`config.mk`:
```
export PLATFORM = sky130hd
export DESIGN_NAME = uart_rx_flat
export DESIGN_NICKNAME = d
export VERILOG_FILES = /design/src/rtl/uart_rx_if.sv /design/src/rtl/uart_rx.sv /design/src/flat_wrapper.sv
export SDC_FILE = /design/constraint.sdc
export NUM_CORES = 1
export LEC_CHECK = 0
export BUFFER_PORTS_ARGS = -buffer_cell sky130_fd_sc_hd__buf_2
export CAP_MARGIN = 40
export CORE_MARGIN = 2
export CORE_UTILIZATION = 45
export DETAILED_ROUTE_END_ITERATION = 7
export HOLD_SLACK_MARGIN = 0.15
export PLACE_DENSITY = 0.66
export SETUP_SLACK_MARGIN = 0.2
export SYNTH_ARGS = -nofsm -noshare
export SYNTH_HDL_FRONTEND = slang
export SYNTH_SLANG_ARGS = --single-unit
```
`constraint.sdc`:
```
create_clock -name clk -period 1.6 [get_ports clk]
set_input_delay 0.32 -clock clk [delete_from_list [all_inputs] [get_ports clk]]
set_output_delay 0.32 -clock clk [all_outputs]
set_load 0.01 [all_outputs]
```
`src/rtl/uart_rx_if.sv`:
```
// Receive-side word bus from uart_rx to the RX FIFO.
// The master drives the word, its write strobe and the framing status.
interface uart_rx_if #(
  parameter int unsigned DBIT = 8
);
  logic [DBIT-1:0] rx_dout;
  logic            rx_done_tick;
  logic            frame_err;

  modport master (
    output rx_dout,
    output rx_done_tick,
    output frame_err
  );

  modport slave (
    input rx_dout,
    input rx_done_tick,
    input frame_err
  );
endinterface

```
`src/rtl/uart_rx.sv`:
```
// UART receiver: 16x oversampled start/data/stop decoding, LSB first, with a
// one-clk write strobe and framing-error flag toward the RX FIFO.
module uart_rx #(
  parameter int unsigned DBIT    = 8,
  parameter int unsigned SB_TICK = 16
) (
  input  logic      clk,
  input  logic      reset_n,
  input  logic      s_tick,
  input  logic      rx,
  uart_rx_if.master bus
);

  localparam int unsigned SW = ($clog2(SB_TICK) > 4) ? $clog2(SB_TICK) : 4;
  localparam int unsigned NW = (DBIT > 1) ? $clog2(DBIT) : 1;

  typedef enum logic [2:0] {
    StIdle,
    StStart,
    StData,
    StStop,
    StWaitHi
  } state_e;

  state_e          state_q, state_d;
  logic [SW-1:0]   s_q, s_d;
  logic [NW-1:0]   n_q, n_d;
  logic [DBIT-1:0] b_q, b_d;
  logic [DBIT-1:0] dout_q, dout_d;
  logic            done_q, done_d;
  logic            ferr_q, ferr_d;
  logic            rx_meta_q, rx_s;

  logic s_mid, s_bit_end, s_stop_end, n_last;

  assign s_mid      = (s_q == SW'(7));
  assign s_bit_end  = (s_q == SW'(15));
  assign s_stop_end = (s_q == SW'(SB_TICK - 1));
  assign n_last     = (n_q == NW'(DBIT - 1));

  // Synchronizer resets to the idle line level so reset never looks like a start bit.
  always_ff @(posedge clk or negedge reset_n) begin
    if (!reset_n) begin
      rx_meta_q <= 1'b1;
      rx_s      <= 1'b1;
    end else begin
      rx_meta_q <= rx;
      rx_s      <= rx_meta_q;
    end
  end

  always_ff @(posedge clk or negedge reset_n) begin
    if (!reset_n) begin
      state_q <= StIdle;
      s_q     <= '0;
      n_q     <= '0;
      b_q     <= '0;
      dout_q  <= '0;
      done_q  <= 1'b0;
      ferr_q  <= 1'b0;
    end else begin
      state_q <= state_d;
      s_q     <= s_d;
      n_q     <= n_d;
      b_q     <= b_d;
      dout_q  <= dout_d;
      done_q  <= done_d;
      ferr_q  <= ferr_d;
    end
  end

  always_comb begin
    state_d = state_q;
    case (state_q)
      StIdle: begin
        if (!rx_s) state_d = StStart;
      end
      StStart: begin
        if (s_tick && s_mid) state_d = rx_s ? StIdle : StData;
      end
      StData: begin
        if (s_tick && s_bit_end && n_last) state_d = StStop;
      end
      StStop: begin
        if (s_tick && s_stop_end) state_d = rx_s ? StIdle : StWaitHi;
      end
      StWaitHi: begin
        if (rx_s) state_d = StIdle;
      end
      default: state_d = StIdle;
    endcase
  end

  always_comb begin
    s_d    = s_q;
    n_d    = n_q;
    b_d    = b_q;
    dout_d = dout_q;
    ferr_d = ferr_q;
    done_d = 1'b0;
    case (state_q)
      StIdle: begin
        if (!rx_s) s_d = '0;
      end
      StStart: begin
        if (s_tick) begin
          if (s_mid) begin
            if (!rx_s) begin
              s_d = '0;
              n_d = '0;
            end
          end else begin
            s_d = s_q + SW'(1);
          end
        end
      end
      StData: begin
        if (s_tick) begin
          if (s_bit_end) begin
            s_d = '0;
            b_d = {rx_s, b_q[DBIT-1:1]};
            if (!n_last) n_d = n_q + NW'(1);
          end else begin
            s_d = s_q + SW'(1);
          end
        end
      end
      StStop: begin
        if (s_tick) begin
          if (s_stop_end) begin
            dout_d = b_q;
            ferr_d = ~rx_s;
            done_d = 1'b1;
          end else begin
            s_d = s_q + SW'(1);
          end
        end
      end
      default: ;
    endcase
  end

  assign bus.rx_dout      = dout_q;
  assign bus.rx_done_tick = done_q;
  assign bus.frame_err    = ferr_q;

endmodule

```
`src/flat_wrapper.sv`:
```
// flat-port wrapper written by rule: the top's interface ports become plain ports
module uart_rx_flat 
#(
  parameter int unsigned DBIT    = 8,
  parameter int unsigned SB_TICK = 16
)
  (clk, reset_n, s_tick, rx, bus_rx_dout, bus_rx_done_tick, bus_frame_err);
  uart_rx_if #(.DBIT(DBIT)) bus_i ();
  input  logic clk;
  input  logic reset_n;
  input  logic s_tick;
  input  logic rx;
  output wire logic [$bits(bus_i.rx_dout)-1:0] bus_rx_dout;
  output wire logic [$bits(bus_i.rx_done_tick)-1:0] bus_rx_done_tick;
  output wire logic [$bits(bus_i.frame_err)-1:0] bus_frame_err;
  assign bus_rx_dout = bus_i.rx_dout;
  assign bus_rx_done_tick = bus_i.rx_done_tick;
  assign bus_frame_err = bus_i.frame_err;
  uart_rx #(.DBIT(DBIT), .SB_TICK(SB_TICK)) u_core (.clk(clk), .reset_n(reset_n), .s_tick(s_tick), .rx(rx), .bus(bus_i));
endmodule
```
==> flow_metrics.py, run 1 <==
metrics = {
    "setup_path": {
        "endpoint": "u_core.n_q[1]$_DFFE_PN0P_",
        "path_max_fanout": 3,
        "critPathArrivalTime_ps": 1830,
        "required_ps": 1800,
        "crit_start": "u_core.n_q[0]$_DFFE_PN0P_",
        "start_kind": "flip-flop",
        "crit_type": "reg2reg",
        "r2r-end": "u_core.n_q[1]$_DFFE_PN0P_",
        "worstReg2RegStart": "u_core.n_q[0]$_DFFE_PN0P_",
        "r2r_cells": 6,
        "end_kind": "flip-flop",
        "r2r_setup_slack_ps": -20,
    },
    "die": {
        "rows": 20,
        "dieArea_um2": 3800,
        "core_um2": 3100,
        "start_util_pct": 48.2,
        "die_w_um": 61.7,
        "pin_count": 14,
        "die_h_um": 61.7,
    },
    "sta": {
        "fin_ws_ps": -25.0,
        "tightest_slew_ps": 637,
        "rsz0062_at_grt": "true",
        "finalMaxSlewViolations": 0,
        "timing.final.crit_period_ps": 1620,
        "fin_crit_sh_pct": 102,
        "fin_skew_ps": 8.47,
        "hold_violations": 0,
        "setup_viol": 3,
        "relSlewSlack_pct": 57.5,
        "fmaxAchievable_mhz": 615,
        "holdWs_ps": 368,
        "fin_setup_tns_ps": -49.9,
    },
    "layout": {
        "syn2layout_area_growth_pct": 38.2,
        "stdcell_area_um2": 2070,
        "nets": 171,
        "fillCellCount": 237,
        "antenna_cells": 0,
        "final_layout_size_suffix_gt1_share_pct": 57.6,
    },
    "power": {
        "total_power_w": 0.00190,
        "leakage_nw": 1.05,
        "ir_drop_uv": 616,
        "power_density_nw_per_um2": 920,
    },
    "detailed_routing": {
        "drt_iter0_markers": 21,
        "dr.pass1.iters": 4,
        "vias": 1107,
        "final_antenna_net_count": 0,
        "wl_per_cell_um": 15.7,
        "drc": 0,
        "post_drt_via_cell_ratio": 5.30,
        "drt-total-wl_mm": 3.27,
    },
    "synth": {
        "synth-edff-count": 0,
        "yosysTopAreaCell": "dfrtp_1",
        "seq_area_frac_synth_pct": 50.3,
        "synth-seq-cells": 30,
        "synthesis.area_um2": 1500,
        "synthCells": 121,
        "async_flop_share_pct": 100,
        "synth_common_cells": "dfrtp_1 (28), mux2_2 (15), nand3_1 (7), nor2_1 (7)",
        "syn_nets": 128,
        "synth_top_area_share_pct": 46.8,
        "synth_ff_type": "dfrtp_1",
        "avgSynthCellArea_um2": 12.4,
        "ys_warn_count": 0,
        "ys_top_cells_by_area": "dfrtp_1 (47%), mux2_2 (11%), mux2_4 (6.0%), dfstp_2 (3.5%), nand4_4 (2.8%)",
        "yosysMostFrequentCell": "dfrtp_1",
        "synth_cell_types": 34,
    },
    "global_route": {
        "grt_pass1_vias": 1145,
        "antenna_found_initial": 0,
        "grt_pass1_wl_mm": 5.58,
        "grt_max_degree": 31,
        "overflow": 0,
        "gr-usage-all-layers_pct": 20.5,
    },
    "status": {
        "status": "finished, violations left",
        "violations": "negative setup slack",
    },
    "cts": {
        "clkLatencyLatePin_ps": 320,
        "clkTransAtPathRegs_ps": 90,
        "cts_sinks": 30,
        "h-tree-depth": 2,
        "cts_root_buf": "clkbuf_4",
        "cts_tree": "built",
        "ctsLongestPathBuffers": 2,
        "cts_inserted_buffers": 5,
    },
    "min_path": {
        "hold_class": "reg2reg",
    },
    "placed_design": {
        "place_area_um2": 1750,
        "hpwl_mm": 2.00,
        "gp_congestion": 0.822,
        "portBuffers": 13,
    },
    "run": {
        "drv_cap": 0,
    },
}
## registers in the layout, summed over array words and instances, names as in the netlist
signal,count
u_core.b_q,8
u_core.bus.frame_err,1
u_core.bus.rx_done_tick,1
u_core.bus.rx_dout,8
u_core.n_q,3
u_core.rx_meta_q,1
u_core.rx_s,1
u_core.s_q,4
u_core.state_q,3
## what timing repair did
action	4_1_cts	5_1_grt
resized for setup	29	7
setup buffers	8	3
endpoints found under the hold margin	29	0
pin swaps	8	4
gates cloned	1	0
setup endpoints to repair	26	27
hold buffers	2	0
## cell type report
class / instances / area (µm²) / share of cell area (%)
inverters: 3 / 11.3 / 0.544
flip-flops and latches: 30 / 756 / 36.5
clock buffers: 7 / 55.1 / 2.66
well taps: 44 / 55.1 / 2.66
clock inverters: 1 / 5.00 / 0.242
multi-input cells: 82 / 860 / 41.6
repair buffers: 42 / 327 / 15.8
## layer usage
metal	vias up	GRT usage, %	share of wire (%)
li1	529	-	-
met1	556	26.9	45
met2	18	34.7	51
met3	4	3.99	2.2
met4	0	5.47	1.2
met5	-	0	0
## layout by cell type, fill, tap and decap left out, types with 2 or more instances in the layout
cell type / synthesis / routed
a21oi_1: 4 / 4
a22o_1: 2 / 2
and3_1: 3 / 2
buf_2: 2 / 13
buf_4: 3 / 19
buf_6: 2 / 7
clkbuf_4: 0 / 5
dfrtp_1: 28 / 26
dfrtp_2: 0 / 2
dfstp_2: 2 / 2
dlygate4sd3_1: 0 / 2
ha_4: 0 / 2
inv_1: 3 / 2
mux2_2: 15 / 2
mux2_4: 6 / 19
mux2i_1: 2 / 2
nand2_1: 6 / 5
nand2b_1: 2 / 2
nand3_1: 7 / 3
nand3_2: 0 / 3
nand4_4: 2 / 3
nor2_1: 7 / 6
o21ai_0: 4 / 2
o21ai_1: 0 / 2
## logic make-up after synthesis
| logic type | count (synthesis) | share of synthesized area (%) |
|---|---|---|
| and+or+nand+nor | 36 | 15.1 |
| buffers and inverters | 10 | 4.43 |
| AOI/OAI and AO/OA | 19 | 9.03 |
| adders and majority gates | 3 | 2.51 |
| DFF | 30 | 50.3 |
| muxes | 23 | 18.6 |
## through the flow
step	util [%]	instances	setup slack (ps)
6_report	66.7	209	-25.0
5_1_grt	66.7	209	-63.8
4_1_cts	65.2	206	-46.5
3_5_place_dp	56.4	187	-54.0
3_3_place_gp	56.4	187	19.3
2_1_floorplan	-	121	56.5
## worst max-delay path, cell delays in order, from the launching register on
cell and delay [ps]:
dfrtp_1 410, ha_2 200, ha_4 160, nor2b_4 130, nand3_4 90, a21oi_4 200, mux2_4 330
## worst min-delay path by stage
| stage | startpoint | endpoint | slack, ps | cells after the start |
|---|---|---|---|---|
| 2_1_floorplan | reset_n | u_core.b_q[0]$_DFFE_PN0P_ | 20 | 0 |
| 4_1_cts | u_core.rx_meta_q$_DFF_PN1_ | u_core.rx_s$_DFF_PN1_ | 370 | 0 |
| 5_1_grt | u_core.rx_meta_q$_DFF_PN1_ | u_core.rx_s$_DFF_PN1_ | 370 | 0 |
| 6_report | u_core.rx_meta_q$_DFF_PN1_ | u_core.rx_s$_DFF_PN1_ | 370 | 0 |
| 3_3_place_gp | u_core.rx_meta_q$_DFF_PN1_ | u_core.rx_s$_DFF_PN1_ | 350 | 0 |
| 3_5_place_dp | u_core.rx_meta_q$_DFF_PN1_ | u_core.rx_s$_DFF_PN1_ | 350 | 0 |
## power breakdown
group | leakage [nW] | switching [W] | internal [W]
Clock | 0.0353 | 0.000257 | 0.000213
Combinational | 0.611 | 0.000294 | 0.000271
Sequential | 0.406 | 0.0000592 | 0.000808
Total | 1.05 | 0.000611 | 0.00129
(Power assumes the default switching activity.)
==> run 2: changes to the inputs <==
--- a/config.mk
+++ b/config.mk
@@ -11,7 +11,6 @@
 export CORE_UTILIZATION = 45
 export DETAILED_ROUTE_END_ITERATION = 7
 export HOLD_SLACK_MARGIN = 0.15
-export PLACE_DENSITY = 0.66
 export SETUP_SLACK_MARGIN = 0.2
 export SYNTH_ARGS = -nofsm -noshare
 export SYNTH_HDL_FRONTEND = slang
==> constraint.sdc (replaced) <==
create_clock -name clk -period 1.53 [get_ports clk]
set_input_delay 0.306 -clock clk [delete_from_list [all_inputs] [get_ports clk]]
set_output_delay 0.306 -clock clk [all_outputs]
set_load 0.01 [all_outputs]
==> flow_metrics.py, run 2 (same netlist as run 1, synthesis figures left out) <==
metrics = {
    "sta": {
        "tightest_slew_ps": 680,
        "fin_ws_ps": -87.2,
        "hold_violations": 0,
        "setup_viol": 12,
        "finalMaxSlewViolations": 0,
        "fin_crit_sh_pct": 106,
        "timing.final.crit_period_ps": 1620,
        "fin_setup_tns_ps": -562,
        "rsz0062_at_grt": "true",
        "fmaxAchievable_mhz": 618,
        "holdWs_ps": 359,
        "relSlewSlack_pct": 54.7,
        "fin_skew_ps": 16.5,
    },
    "global_route": {
        "grt_pass1_wl_mm": 5.69,
        "grt_pass1_vias": 1180,
        "overflow": 0,
        "gr-usage-all-layers_pct": 21.5,
        "antenna_found_initial": 0,
        "grt_max_degree": 31,
    },
    "detailed_routing": {
        "drc": 0,
        "final_antenna_net_count": 0,
        "vias": 1157,
        "wl_per_cell_um": 15.9,
        "dr.pass1.iters": 4,
        "drt-total-wl_mm": 3.46,
        "drt_iter0_markers": 28,
        "post_drt_via_cell_ratio": 5.31,
    },
    "setup_path": {
        "path_max_fanout": 3,
        "crit_start": "u_core.n_q[1]$_DFFE_PN0P_",
        "r2r_setup_slack_ps": -90,
        "critPathArrivalTime_ps": 1850,
        "path_cells": "ha_2 > ha_4 > nor2b_4 > nand3_4 > a21oi_4 > mux2_4",
        "end_kind": "flip-flop",
        "r2r_cells": 6,
        "crit_slowest_cell": "dfrtp_1",
        "crit_type": "reg2reg",
        "worstReg2RegStart": "u_core.n_q[1]$_DFFE_PN0P_",
        "crit_cells": 6,
        "worst-path-buf-inv": 0,
        "crit_path_max_incr_delay_ps": 420,
        "required_ps": 1770,
        "start_kind": "flip-flop",
        "cp_top_family": "flip-flops",
    },
    "power": {
        "p_switching_w": 0.000694,
        "ir_drop_uv": 741,
        "power_density_nw_per_um2": 1020,
        "leakage_nw": 1.08,
        "pwr-share-clk_pct": 23.4,
        "power_frac_comb_pct": 34.8,
        "p_seq_share_pct": 41.9,
        "internal-power_w": 0.00148,
        "swShare_pct": 31.9,
    },
    "placed_design": {
        "gp_congestion": 0.790,
        "portBuffers": 13,
        "post-place-ws_ps": -97.0,
        "hpwl_mm": 2.04,
        "placed_cells": 191,
    },
    "cts": {
        "cts_tree": "built",
        "clkTransAtPathRegs_ps": 110,
        "cts_inserted_buffers": 5,
        "clkLatencyLatePin_ps": 340,
        "ctsLongestPathBuffers": 2,
        "cts_root_buf": "clkbuf_4",
        "h-tree-depth": 2,
        "cts_sinks": 30,
    },
    "die": {
        "die_h_um": 61.7,
        "start_util_pct": 48.2,
        "core_um2": 3100,
        "rows": 20,
        "pin_count": 14,
        "dieArea_um2": 3800,
        "die_w_um": 61.7,
    },
    "layout": {
        "syn2layout_area_growth_pct": 42.8,
        "finalNonFillerCells": 218,
        "nets": 180,
        "antenna_cells": 0,
        "final_layout_size_suffix_gt1_share_pct": 61.5,
        "layout_common_cells": "dfrtp_1 (26), buf_4 (25), mux2_4 (13), buf_2 (13), buf_6 (11)",
        "post-route-util_pct": 68.9,
        "final_common_cell": "dfrtp_1",
    },
    "status": {
        "violations": "negative setup slack",
        "status": "finished, violations left",
    },
    "run": {
        "drv_cap": 0,
    },
    "min_path": {
        "hold_class": "reg2reg",
        "min_delay_path_depth": 0,
        "min_from": "u_core.rx_meta_q$_DFF_PN1_",
    },
}
run 2: changes by cell type in the layout (fill, tap and decap cells not counted), sizes merged:
cell,change
buf,+10
nand4,-1
run 2: final cells by class:
type,instances,area (µm²)
clock buffer,7,55.1
tap,44,55.1
sequential,30,756
multi-input combinational,81,838
clock inverter,1,5.00
timing repair buffer,52,417
fill,246,966
inverter,3,11.3
run 2: what timing repair did:
action                                 4_1_cts  5_1_grt
resized for setup                           25        9
setup buffers                               12        5
hold buffers                                 2        0
endpoints found under the hold margin       29        0
setup endpoints to repair                   27       28
pin swaps                                   12        9
run 2: stage by stage:
step,instance area (µm²),total power (W)
2_1_floorplan,1570,0.00122
3_3_place_gp,1780,0.00144
3_5_place_dp,1780,0.00146
4_1_cts,2070,0.00213
5_1_grt,2140,0.00230
6_report,2140,0.00217
run 2: worst reg2reg max path, cell delays in order, from the launching register on:
cell and delay, ps:
dfrtp_1 420, ha_2 200, ha_4 160, nor2b_4 130
nand3_4 90, a21oi_4 200, mux2_4 320
run 2: final timing paths:
check / endpoint
worst min-delay path: u_core.rx_s$_DFF_PN1_
max in group asynchronous: u_core.state_q[0]$_DFFE_PN0P_
worst max register to register: u_core.n_q[0]$_DFFE_PN0P_
worst max-delay path: u_core.n_q[0]$_DFFE_PN0P_
worst min register to register: u_core.rx_s$_DFF_PN1_
min in group asynchronous: u_core.s_q[2]$_DFFE_PN0P_
run 2: routing by layer:
metal	wire length, µm	global-route usage [%]
met5	0	0
met2	1720	33.4
met4	82	12.2
met3	105	5.67
met1	1550	27.1
run 2: power groups by stage:
| stage | clock network, W | logic, W | registers (W) |
|---|---|---|---|
| global placement | 0 | 0.000512 | 0.000925 |
| CTS | 0.000523 | 0.000703 | 0.000908 |
| global route | 0.000557 | 0.000819 | 0.000920 |
| floorplan | 0 | 0.000327 | 0.000895 |
| finish | 0.000508 | 0.000756 | 0.000910 |
| detailed placement | 0 | 0.000525 | 0.000930 |
